File: src/rtl/rpn_sequencer.sv
// Control sequencer for the 8-bit RPN ALU datapath: A/B/opcode entry, ALU settle,
// result store and chaining of the result back into operand A.
module rpn_sequencer #(
  parameter int DATA_W      = 8,
  parameter int OP_W        = 3,
  parameter int EXEC_CYCLES = 2
) (
  input  logic              CLOCK,
  input  logic              RESET,
  input  logic              ENTER,
  input  logic              CLEAR,
  input  logic [OP_W-1:0]   OP_CODE,
  input  logic [DATA_W:0]   ALU_RESULT,
  output logic              EN_A,
  output logic              EN_B,
  output logic              EN_RES,
  output logic              SEL_A_SRC,
  output logic [OP_W-1:0]   ALU_OP,
  output logic [2:0]        STATE,
  output logic              BUSY,
  output logic              DONE,
  output logic              OVERFLOW,
  output logic [7:0]        OP_COUNT
);

  typedef enum logic [2:0] {
    S_WAIT_A  = 3'd0,
    S_WAIT_B  = 3'd1,
    S_WAIT_OP = 3'd2,
    S_EXEC    = 3'd3,
    S_STORE   = 3'd4,
    S_SHOW    = 3'd5
  } state_t;

  localparam int             CNT_W    = 4;
  localparam logic [CNT_W-1:0] CNT_LOAD = CNT_W'(EXEC_CYCLES - 1);

  function automatic logic data_parity(input logic [DATA_W-1:0] d);
    return ^d;
  endfunction

  state_t             state_r, next_state_s;
  logic               enter_q_r;
  logic               enter_pulse_s;
  logic [CNT_W-1:0]   cnt_r, cnt_s;
  logic               en_a_r, en_b_r, en_res_r, sel_a_src_r, busy_r, done_r, overflow_r;
  logic               en_a_s, en_b_s, en_res_s, sel_a_src_s, busy_s, done_s, overflow_s;
  logic [OP_W-1:0]    alu_op_r, alu_op_s;
  logic [7:0]         op_count_r, op_count_s;
  logic               alu_data_unused_s;

  // The sequencer only consumes the carry bit of the ALU result.
  assign alu_data_unused_s = data_parity(ALU_RESULT[DATA_W-1:0]);

  assign enter_pulse_s = ENTER & ~enter_q_r;

  // State register and ENTER edge history; history resets high so a held button is not an edge.
  always_ff @(posedge CLOCK or posedge RESET) begin
    if (RESET) begin
      state_r   <= S_WAIT_A;
      enter_q_r <= 1'b1;
    end else begin
      state_r   <= next_state_s;
      enter_q_r <= ENTER;
    end
  end

  // Next-state logic; CLEAR overrides any ENTER step.
  always_comb begin
    next_state_s = S_WAIT_A;
    if (CLEAR) begin
      next_state_s = S_WAIT_A;
    end else begin
      case (state_r)
        S_WAIT_A:  next_state_s = enter_pulse_s ? S_WAIT_B : S_WAIT_A;
        S_WAIT_B:  next_state_s = enter_pulse_s ? S_WAIT_OP : S_WAIT_B;
        S_WAIT_OP: next_state_s = enter_pulse_s ? S_EXEC : S_WAIT_OP;
        S_EXEC:    next_state_s = (cnt_r == {CNT_W{1'b0}}) ? S_STORE : S_EXEC;
        S_STORE:   next_state_s = S_SHOW;
        S_SHOW:    next_state_s = enter_pulse_s ? S_WAIT_B : S_SHOW;
        default:   next_state_s = S_WAIT_A;
      endcase
    end
  end

  // Next values of the registered outputs, settle counter and status.
  always_comb begin
    en_a_s      = 1'b0;
    en_b_s      = 1'b0;
    en_res_s    = 1'b0;
    done_s      = 1'b0;
    sel_a_src_s = sel_a_src_r;
    alu_op_s    = alu_op_r;
    overflow_s  = overflow_r;
    cnt_s       = cnt_r;
    op_count_s  = op_count_r;
    if (CLEAR) begin
      alu_op_s   = {OP_W{1'b0}};
      overflow_s = 1'b0;
    end else begin
      case (state_r)
        S_WAIT_A: begin
          if (enter_pulse_s) begin
            en_a_s      = 1'b1;
            sel_a_src_s = 1'b0;
          end else begin
            en_a_s      = 1'b0;
          end
        end
        S_WAIT_B: begin
          en_b_s = enter_pulse_s;
        end
        S_WAIT_OP: begin
          if (enter_pulse_s) begin
            alu_op_s = OP_CODE;
            cnt_s    = CNT_LOAD;
          end else begin
            cnt_s    = cnt_r;
          end
        end
        S_EXEC: begin
          if (cnt_r != {CNT_W{1'b0}}) begin
            cnt_s = cnt_r - {{(CNT_W-1){1'b0}}, 1'b1};
          end else begin
            en_res_s = 1'b1;
          end
        end
        S_STORE: begin
          overflow_s = ALU_RESULT[DATA_W];
          op_count_s = op_count_r + 8'd1;
          done_s     = 1'b1;
        end
        S_SHOW: begin
          if (enter_pulse_s) begin
            en_a_s      = 1'b1;
            sel_a_src_s = 1'b1;
          end else begin
            en_a_s      = 1'b0;
          end
        end
        default: begin
          cnt_s = {CNT_W{1'b0}};
        end
      endcase
    end
    busy_s = (next_state_s == S_EXEC) || (next_state_s == S_STORE);
  end

  // Output and datapath-control registers.
  always_ff @(posedge CLOCK or posedge RESET) begin
    if (RESET) begin
      en_a_r      <= 1'b0;
      en_b_r      <= 1'b0;
      en_res_r    <= 1'b0;
      sel_a_src_r <= 1'b0;
      busy_r      <= 1'b0;
      done_r      <= 1'b0;
      overflow_r  <= 1'b0;
      alu_op_r    <= {OP_W{1'b0}};
      cnt_r       <= {CNT_W{1'b0}};
      op_count_r  <= 8'd0;
    end else begin
      en_a_r      <= en_a_s;
      en_b_r      <= en_b_s;
      en_res_r    <= en_res_s;
      sel_a_src_r <= sel_a_src_s;
      busy_r      <= busy_s;
      done_r      <= done_s;
      overflow_r  <= overflow_s;
      alu_op_r    <= alu_op_s;
      cnt_r       <= cnt_s;
      op_count_r  <= op_count_s;
    end
  end

  assign EN_A      = en_a_r;
  assign EN_B      = en_b_r;
  assign EN_RES    = en_res_r;
  assign SEL_A_SRC = sel_a_src_r;
  assign ALU_OP    = alu_op_r;
  assign STATE     = state_r;
  assign BUSY      = busy_r;
  assign DONE      = done_r;
  assign OVERFLOW  = overflow_r;
  assign OP_COUNT  = op_count_r;

endmodule

File: config.mk
export PLATFORM = sky130hd
export DESIGN_NAME = rpn_sequencer
export DESIGN_NICKNAME = d
export VERILOG_FILES = /design/src/rtl/rpn_sequencer.sv
export SDC_FILE = /design/constraint.sdc
export NUM_CORES = 1
export LEC_CHECK = 0
export CAP_MARGIN = 20
export CORE_MARGIN = 2
export CORE_UTILIZATION = 40
export DETAILED_ROUTE_END_ITERATION = 6
export GPL_TIMING_DRIVEN = 1
export PLACE_DENSITY_LB_ADDON = 0.25
export REMOVE_ABC_BUFFERS = 1
export SKIP_CTS_REPAIR_TIMING = 1
export SYNTH_ARGS = -nofsm -noshare
export SYNTH_HDL_FRONTEND = slang
export SYNTH_SLANG_ARGS = --single-unit
File: constraint.sdc
create_clock -name CLOCK -period 3.4 [get_ports CLOCK]
set_input_delay 0.51 -clock CLOCK [delete_from_list [all_inputs] [get_ports CLOCK]]
set_output_delay 0.51 -clock CLOCK [all_outputs]
set_load 0.03 [all_outputs]
---- Word level (Yosys, flattened, before mapping) ----
Cells that the tools add are included.
word-level totals
  input port bits ......................... 16
  register bits after elaboration ......... 26
  output and inout port bits .............. 21
  word-level logic and storage cells ...... 71
cells by class
  reductions and logical operators ........ 14
  muxes and demuxes ....................... 28
  equality and inequality tests ........... 11
  $add $sub $neg .......................... 2
  bitwise logic cells ..................... 4
operators by type and width
  operator               count
  $mux W3                6
  $pmux W3 S6            1
  $mux W1                16
  $pmux W4 S3            1
  $eq A3 B2 Y1 const B   3
  $eq A3 B3 Y1 const B   3
  $add A8 B1 Y8 const B  1
  $mux W4                2
  $ne A2 B2 Y1 const B   4
  $reduce_and A4 Y1      2
  $reduce_bool A2 Y1     4
  $logic_not A4 Y1       1
  $reduce_and A2 Y1      2
  $reduce_bool A4 Y1     1
  $reduce_or A4 Y1       1
  $sub A4 B1 Y4 const B  1
  $eq A3 B1 Y1 const B   1
  $logic_not A3 Y1       1
  $not A1 Y1             3
  $mux W2                1
  $pmux W1 S2            1
  $reduce_or A2 Y1       1
  $and A1 B1 Y1          1
  $logic_or A1 B1 Y1     1

---- Depth between registers and ports, before layout ----
Gate-level depths: netlist of the first run.
  depth in word-level cells ............... 7
  mapped depth ............................ 7
  depth with buffers taken out ............ 6

---- Worst setup path before layout of the first run ----
Ideal clock, no wire load.
  kind .................................... register -> register
  from .................................... register state_r[0], in the netlist STATE[0]
  to ...................................... register op_count_r[5], in the netlist OP_COUNT[5]
  buffers on the path ..................... 0
  data required time ...................... 3.267 ns
  setup slack ............................. 1.791 ns
  period minus slack after synthesis ...... 1.609 ns
  arrival time ............................ 1.475 ns
  setup time .............................. 0.133 ns
  stages on the path, launching flop included .. 5
  path through ............................ dfrtp_1 nor4b_4 and4_4 nand3_2 xnor2_1
between the ends
  longest elaborated chain between the ends .. 2
RTL lines
  item                         RTL line  source
  from (decl)                  42        state_t state_r, next_state_s;
  from (signal assigned)       63        state_r <= next_state_s;
  $eq A3 B3 Y1                 101       case (state_r)
  $reduce_and A2 Y1 (no line)  -
  to (signal assigned)         172       op_count_r <= op_count_s;
  to (decl)                    49        logic [7:0] op_count_r, op_count_s;
Every way passes these cells.
A chain may end at the register's enable or synchronous reset.

---- Worst setup path after layout of the first run ----
  from .................................... register state_r[0], in the netlist STATE[0]
  to ...................................... output STATE[0]
RTL lines
  item       RTL line  source
  to (decl)  19        output logic [2:0] STATE,
No word-level cell between the ends.

==> qor.yml, run 1 <==
run_status:
  status: "finished, violations left"
  violations: "design-rule violations"
global_route:
  grt_usage_pct: 14.60
  grt_max_degree: 27
  grt_pass1_wl_um: 3815
  grt_pass1_vias: 842
  antenna_found_initial: 0
  grt_overflow: 0
routing:
  wl_um: 2316
  ant_nets: 0
  drc: 2
  vias_per_cell: 5.376
  drt-initial-drc-count: 43
  routedWlPerCell_um: 13.62
  drt_first_pass_iters: 6
  vias: 914
die:
  dieWidth_um: 58.97
  chipHeight_um: 58.97
  fp.coreArea_sq_um: 2805
  initial_core_util_pct: 43.09
  rows: 19
  pin_count: 37
  die_area_sq_um: 3477
clock_network:
  clk_latency_ps: 320
  cts_buffers: 3
  clk_path_buf_depth: 2
  tritoncts: "built"
  clock_sinks: 26
  clkTransAtPathRegs_ps: 150
  htree_num_levels: 1
  ctsRootBufferMaster: "clkbuf_4"
final_layout:
  drive_above_1_share_pct: 8.633
  area_delta_synth_final_pct: 29.92
  nFillCells: 257
  nNetsFinal: 158
  seqCellArea_sq_um: 651.9
  n_antenna_cell: 0
  multi_input_area_sq_um: 513.0
setup_path:
  critPathTopFamily: "buffers and inverters"
  max_stage_delay_ps: 770
  reg2reg_depth: 4
  crit_buf_inv: 1
  path_class: "flip-flop to primary output"
  cp-end-kind: "primary output"
  crit_arrival_ps: 1790
  critPathMaxFanout: 16
  r2r_start: "STATE[0]"
  path_cells: "clkdlybuf4s50_1"
  reg2reg_slack_ps: 1650
  critPathLaunchType: "flip-flop"
  critPathRequiredTime_ps: 2890
  reg2reg_to: "OP_COUNT[5]"
  critPathLaunch: "STATE[0]"
  crit_slowest_cell: "clkdlybuf4s50_1"
timing:
  rsz0062_at_grt: "no"
  slew_violations: 0
  tns_ps: 0
  relSlewSlack_pct: 65.96
  setup_viol: 0
  fin_crit_sh_pct: 67.64
  fmax_mhz: 434.8
  worst_pin_slew_ps: 510.6
  period_needed_ps: 2300
  finClkSkew_ps: 7.056
  finalHoldViolations: 0
flow_run:
  max_cap_viol_count: 0
synth:
  synth_enable_flop_cells: 0
  ys.flop_type: "dfrtp_1"
  avgSynthCellArea_sq_um: 10.89
  ys_warn_count: 0
  ys_types: 39
  ys_seq_area_share_pct: 53.93
  netlist.area_leader.share_pct: 51.76
  async_reset_ff_share_pct: 100.0
  postSynthCellCount: 111
  synth_top_area_cell: "dfrtp_1"
  ys_ff_latch: 26
  synthTopCellsByArea: "dfrtp_1 (52%), xnor2_1 (3.6%), mux2i_1 (3.3%)"
  syn_area_sq_um: 1209
placed_design:
  place_congestion: 0.7848
  dpl.hpwl_um: 1624
  portBuffers: 28
pwr:
  internal_power_uw: 461.8
  power_uw: 602.0
  pwr-share-clk_pct: 35.7
  switching_share_pct: 23.29
  combPwrFrac_pct: 10.2
  p_leak_uw: 0.0006966
  power.net_switching_uw: 140.2
  p_per_area_nw_per_um2: 383.4
  p_seq_share_pct: 54.2
  ir_drop_mv: 0.2459
min_path:
  hold_path_class: "input port to asynchronous set/reset pin"
[registers in the layout (all words and copies together), names as in the netlist, 3 cells and up]
name and flops:
OP_COUNT 8, ALU_OP 3, STATE 3, cnt_r 4
[through the flow]
| step | hold slack (ps) | instances | instance area [sq um] | utilization (%) | worst slack (ps) |
|---|---|---|---|---|---|
| after floorplan | 483.0 | 106 | 1184 | - | 1693 |
| after global placement | 459.3 | 165 | 1503 | 53.57 | 1087 |
| after detailed placement | 465.3 | 165 | 1503 | 53.57 | 1060 |
| after CTS | 484.1 | 169 | 1555 | 55.44 | 1102 |
| after global routing | 495.1 | 170 | 1570 | 55.98 | 1027 |
| final | 474.8 | 170 | 1570 | 55.98 | 1100 |
[power groups by stage]
stage / Sequential [uW] / Combinational, uW / Clock, uW
floorplan: 339 / 25.1 / 0
global placement: 331 / 59.3 / 0
detailed placement: 332 / 59.9 / 0
CTS: 326 / 60.3 / 218
global route: 328 / 68.0 / 232
finish: 326 / 61.3 / 215
[cell usage after synthesis (2+ instances only)]
library cell	instances
dfrtp_1	25
nor2_1	9
o21ai_1	6
inv_1	5
nand2_1	5
nor3_1	5
xnor2_1	5
mux2i_1	4
a21oi_1	3
clkbuf_1	3
o21ai_0	3
a31oi_1	2
and2_1	2
and3_1	2
ha_1	2
nand2b_1	2
nand3_1	2
nand3_2	2
nand4_1	2
nor2b_1	2
xor2_1	2
[placed cells by master (no fill, tap or decap), drive strengths merged, types with 3 or more instances in the layout]
cell and n:
clkdlybuf4s50 28, dfrtp 25, nor2 9, o21ai 9, xnor2 5, inv 5
nand2 5, nor3 5, mux2i 4, nand3 4, a21oi 3, clkbuf 3
[area by class of cell]
class,count,area share [%]
clock buffers,3,1.434
inverters,5,1.195
multi-input cells,75,32.67
clock inverters,1,1.912
well taps,31,2.470
flip-flops and latches,26,41.51
repair buffers,29,18.80
[cell families after synthesis]
| family | count (synthesis) | share of synthesized area, % |
|---|---|---|
| buf+inv | 10 | 3.623 |
| xor+xnor | 7 | 5.073 |
| compound gates | 21 | 10.87 |
| flops | 26 | 53.93 |
| fa+ha+maj | 2 | 2.070 |
| mux | 5 | 4.244 |
| simple gates | 40 | 20.19 |
[how the worst max path moves through the flow]
stage,to,slack (ps),cells past startpoint
2_1_floorplan,OP_COUNT[5],1690,4
3_5_place_dp,OP_COUNT[5],1060,5
4_1_cts,STATE[0],1100,1
5_1_grt,STATE[0],1030,1
6_report,STATE[0],1100,1
3_3_place_gp,OP_COUNT[7],1090,5
[metal layers]
layer	vias to the layer above	GRT usage (%)	routed length, um
met5	-	0	0
met4	0	5.844	24
met3	2	2.183	138
met2	25	22.54	1083
met1	434	20.68	1070
li1	453	-	-
Power figures use the tool's default switching activity.
==> run 2, diff against run 1 <==
==> constraint.sdc (replaced) <==
create_clock -name CLOCK -period 2.2 [get_ports CLOCK]
set_input_delay 0.33 -clock CLOCK [delete_from_list [all_inputs] [get_ports CLOCK]]
set_output_delay 0.33 -clock CLOCK [all_outputs]
set_load 0.03 [all_outputs]
==> qor.yml, run 2 (synthesis results as in run 1) <==
run_status:
  status: "finished, violations left"
  violations: "design-rule violations"
routing:
  vias_per_cell: 5.213
  drt_first_pass_iters: 6
  drt-initial-drc-count: 30
  wl_um: 2274
  routedWlPerCell_um: 13.07
  drc: 2
  vias: 907
  ant_nets: 0
placed_design:
  dpl.hpwl_um: 1659
  portBuffers: 28
  place_congestion: 0.7948
final_layout:
  area_delta_synth_final_pct: 31.78
  drive_above_1_share_pct: 11.19
  mostFrequentLayoutCell: "clkdlybuf4s50_1"
  largest_reg_flops: 8
  n_antenna_cell: 0
  nFillCells: 268
  layout_common_cells: "clkdlybuf4s50_1 (28), dfrtp_1 (25), nor2_1 (9)"
  nNetsFinal: 162
global_route:
  grt_pass1_wl_um: 3698
  antenna_found_initial: 0
  grt_max_degree: 27
  grt_overflow: 0
  grt_pass1_vias: 806
  grt_usage_pct: 14.15
pwr:
  power.net_switching_uw: 205.4
  p_per_area_nw_per_um2: 578.9
  p_seq_share_pct: 54.0
  pwr-share-clk_pct: 34.8
  power_uw: 922.1
  switching_share_pct: 22.28
  p_leak_uw: 0.0007147
  combPwrFrac_pct: 11.2
  ir_drop_mv: 0.3483
  internal_power_uw: 716.7
setup_path:
  reg2reg_depth: 6
  cp.depth: 1
  path_class: "flip-flop to primary output"
  crit_arrival_ps: 1700
  crit_buf_inv: 1
  critPathTopFamily: "buffers and inverters"
  cp-end-kind: "primary output"
  critPathLaunchType: "flip-flop"
  critPathMaxFanout: 13
  critPathRequiredTime_ps: 1870
  max_stage_delay_ps: 760
  crit_slowest_cell: "clkdlybuf4s50_1"
  path_cells: "clkdlybuf4s50_1"
timing:
  finClkSkew_ps: 2.413
  fin_crit_sh_pct: 92.46
  slew_violations: 0
  fmax_mhz: 491.6
  period_needed_ps: 2034
  setup_viol: 0
  finalHoldViolations: 0
  holdWs_ps: 346.2
  tns_ps: 0
  relSlewSlack_pct: 71.63
  rsz0062_at_grt: "no"
  worst_pin_slew_ps: 425.5
die:
  rows: 19
  chipHeight_um: 58.97
  pin_count: 37
  initial_core_util_pct: 43.09
  dieWidth_um: 58.97
  fp.coreArea_sq_um: 2805
  die_area_sq_um: 3477
clock_network:
  clkTransAtPathRegs_ps: 140
  ctsRootBufferMaster: "clkbuf_4"
  htree_num_levels: 1
  tritoncts: "built"
  clock_sinks: 26
  cts_buffers: 3
  clk_path_buf_depth: 2
  clk_latency_ps: 310
min_path:
  hold_path_class: "input port to asynchronous set/reset pin"
flow_run:
  max_cap_viol_count: 0
## run 2: changes by cell type in the layout (fill, tap and decap cells not counted)
| cell | delta |
|---|---|
| buf_4 | +5 |
| buf_8 | -1 |
## run 2: worst paths after layout
| path | start | slack, ps | endpoint |
|---|---|---|---|
| max | STATE[1] | 170 | STATE[1] |
| min | RESET | 350 | EN_B |
| max reg2reg | cnt_r[0] | 450 | cnt_r[0] |
| min reg2reg | OP_COUNT[7] | 480 | OP_COUNT[7] |
| max in group asynchronous | RESET | 1560 | enter_q_r |
| min in group CLOCK | ENTER | 450 | enter_q_r |
## run 2: power by group through the flow
stage,sequential [uW],clock (uW),combinational [uW]
5_1_grt,499,357,115
4_1_cts,498,331,105
3_3_place_gp,507,0,103
6_report,498,321,103
2_1_floorplan,524,0,38.8
3_5_place_dp,507,0,104
## run 2: area by class of cell
| type | count | area, sq um | area share [%] |
|---|---|---|---|
| clock inverters | 1 | 30.03 | 1.885 |
| multi-input cells | 75 | 513.0 | 32.21 |
| flip-flops and latches | 26 | 651.9 | 40.93 |
| well taps | 31 | 38.79 | 2.435 |
| inverters | 5 | 18.77 | 1.178 |
| repair buffers | 33 | 317.8 | 19.95 |
| clock buffers | 3 | 22.52 | 1.414 |
## run 2: metal layers
layer / GRT usage (%) / part of all wire [%] / up-vias
met4: 7.143 / 0.92 / 0
met3: 3.057 / 5.6 / 2
li1: - / - / 459
met2: 19.52 / 45 / 26
met5: 0 / 0 / -
met1: 20.91 / 48 / 420
## run 2: metrics by stage
step / utilization [%] / setup WS, ps / area, sq um / instances
2_1_floorplan: - / 493.4 / 1184 / 106
3_3_place_gp: 54.91 / 252.6 / 1540 / 170
3_5_place_dp: 54.91 / 248.1 / 1540 / 170
4_1_cts: 56.78 / 146.7 / 1593 / 174
5_1_grt: 56.78 / 80.22 / 1593 / 174
6_report: 56.78 / 165.8 / 1593 / 174
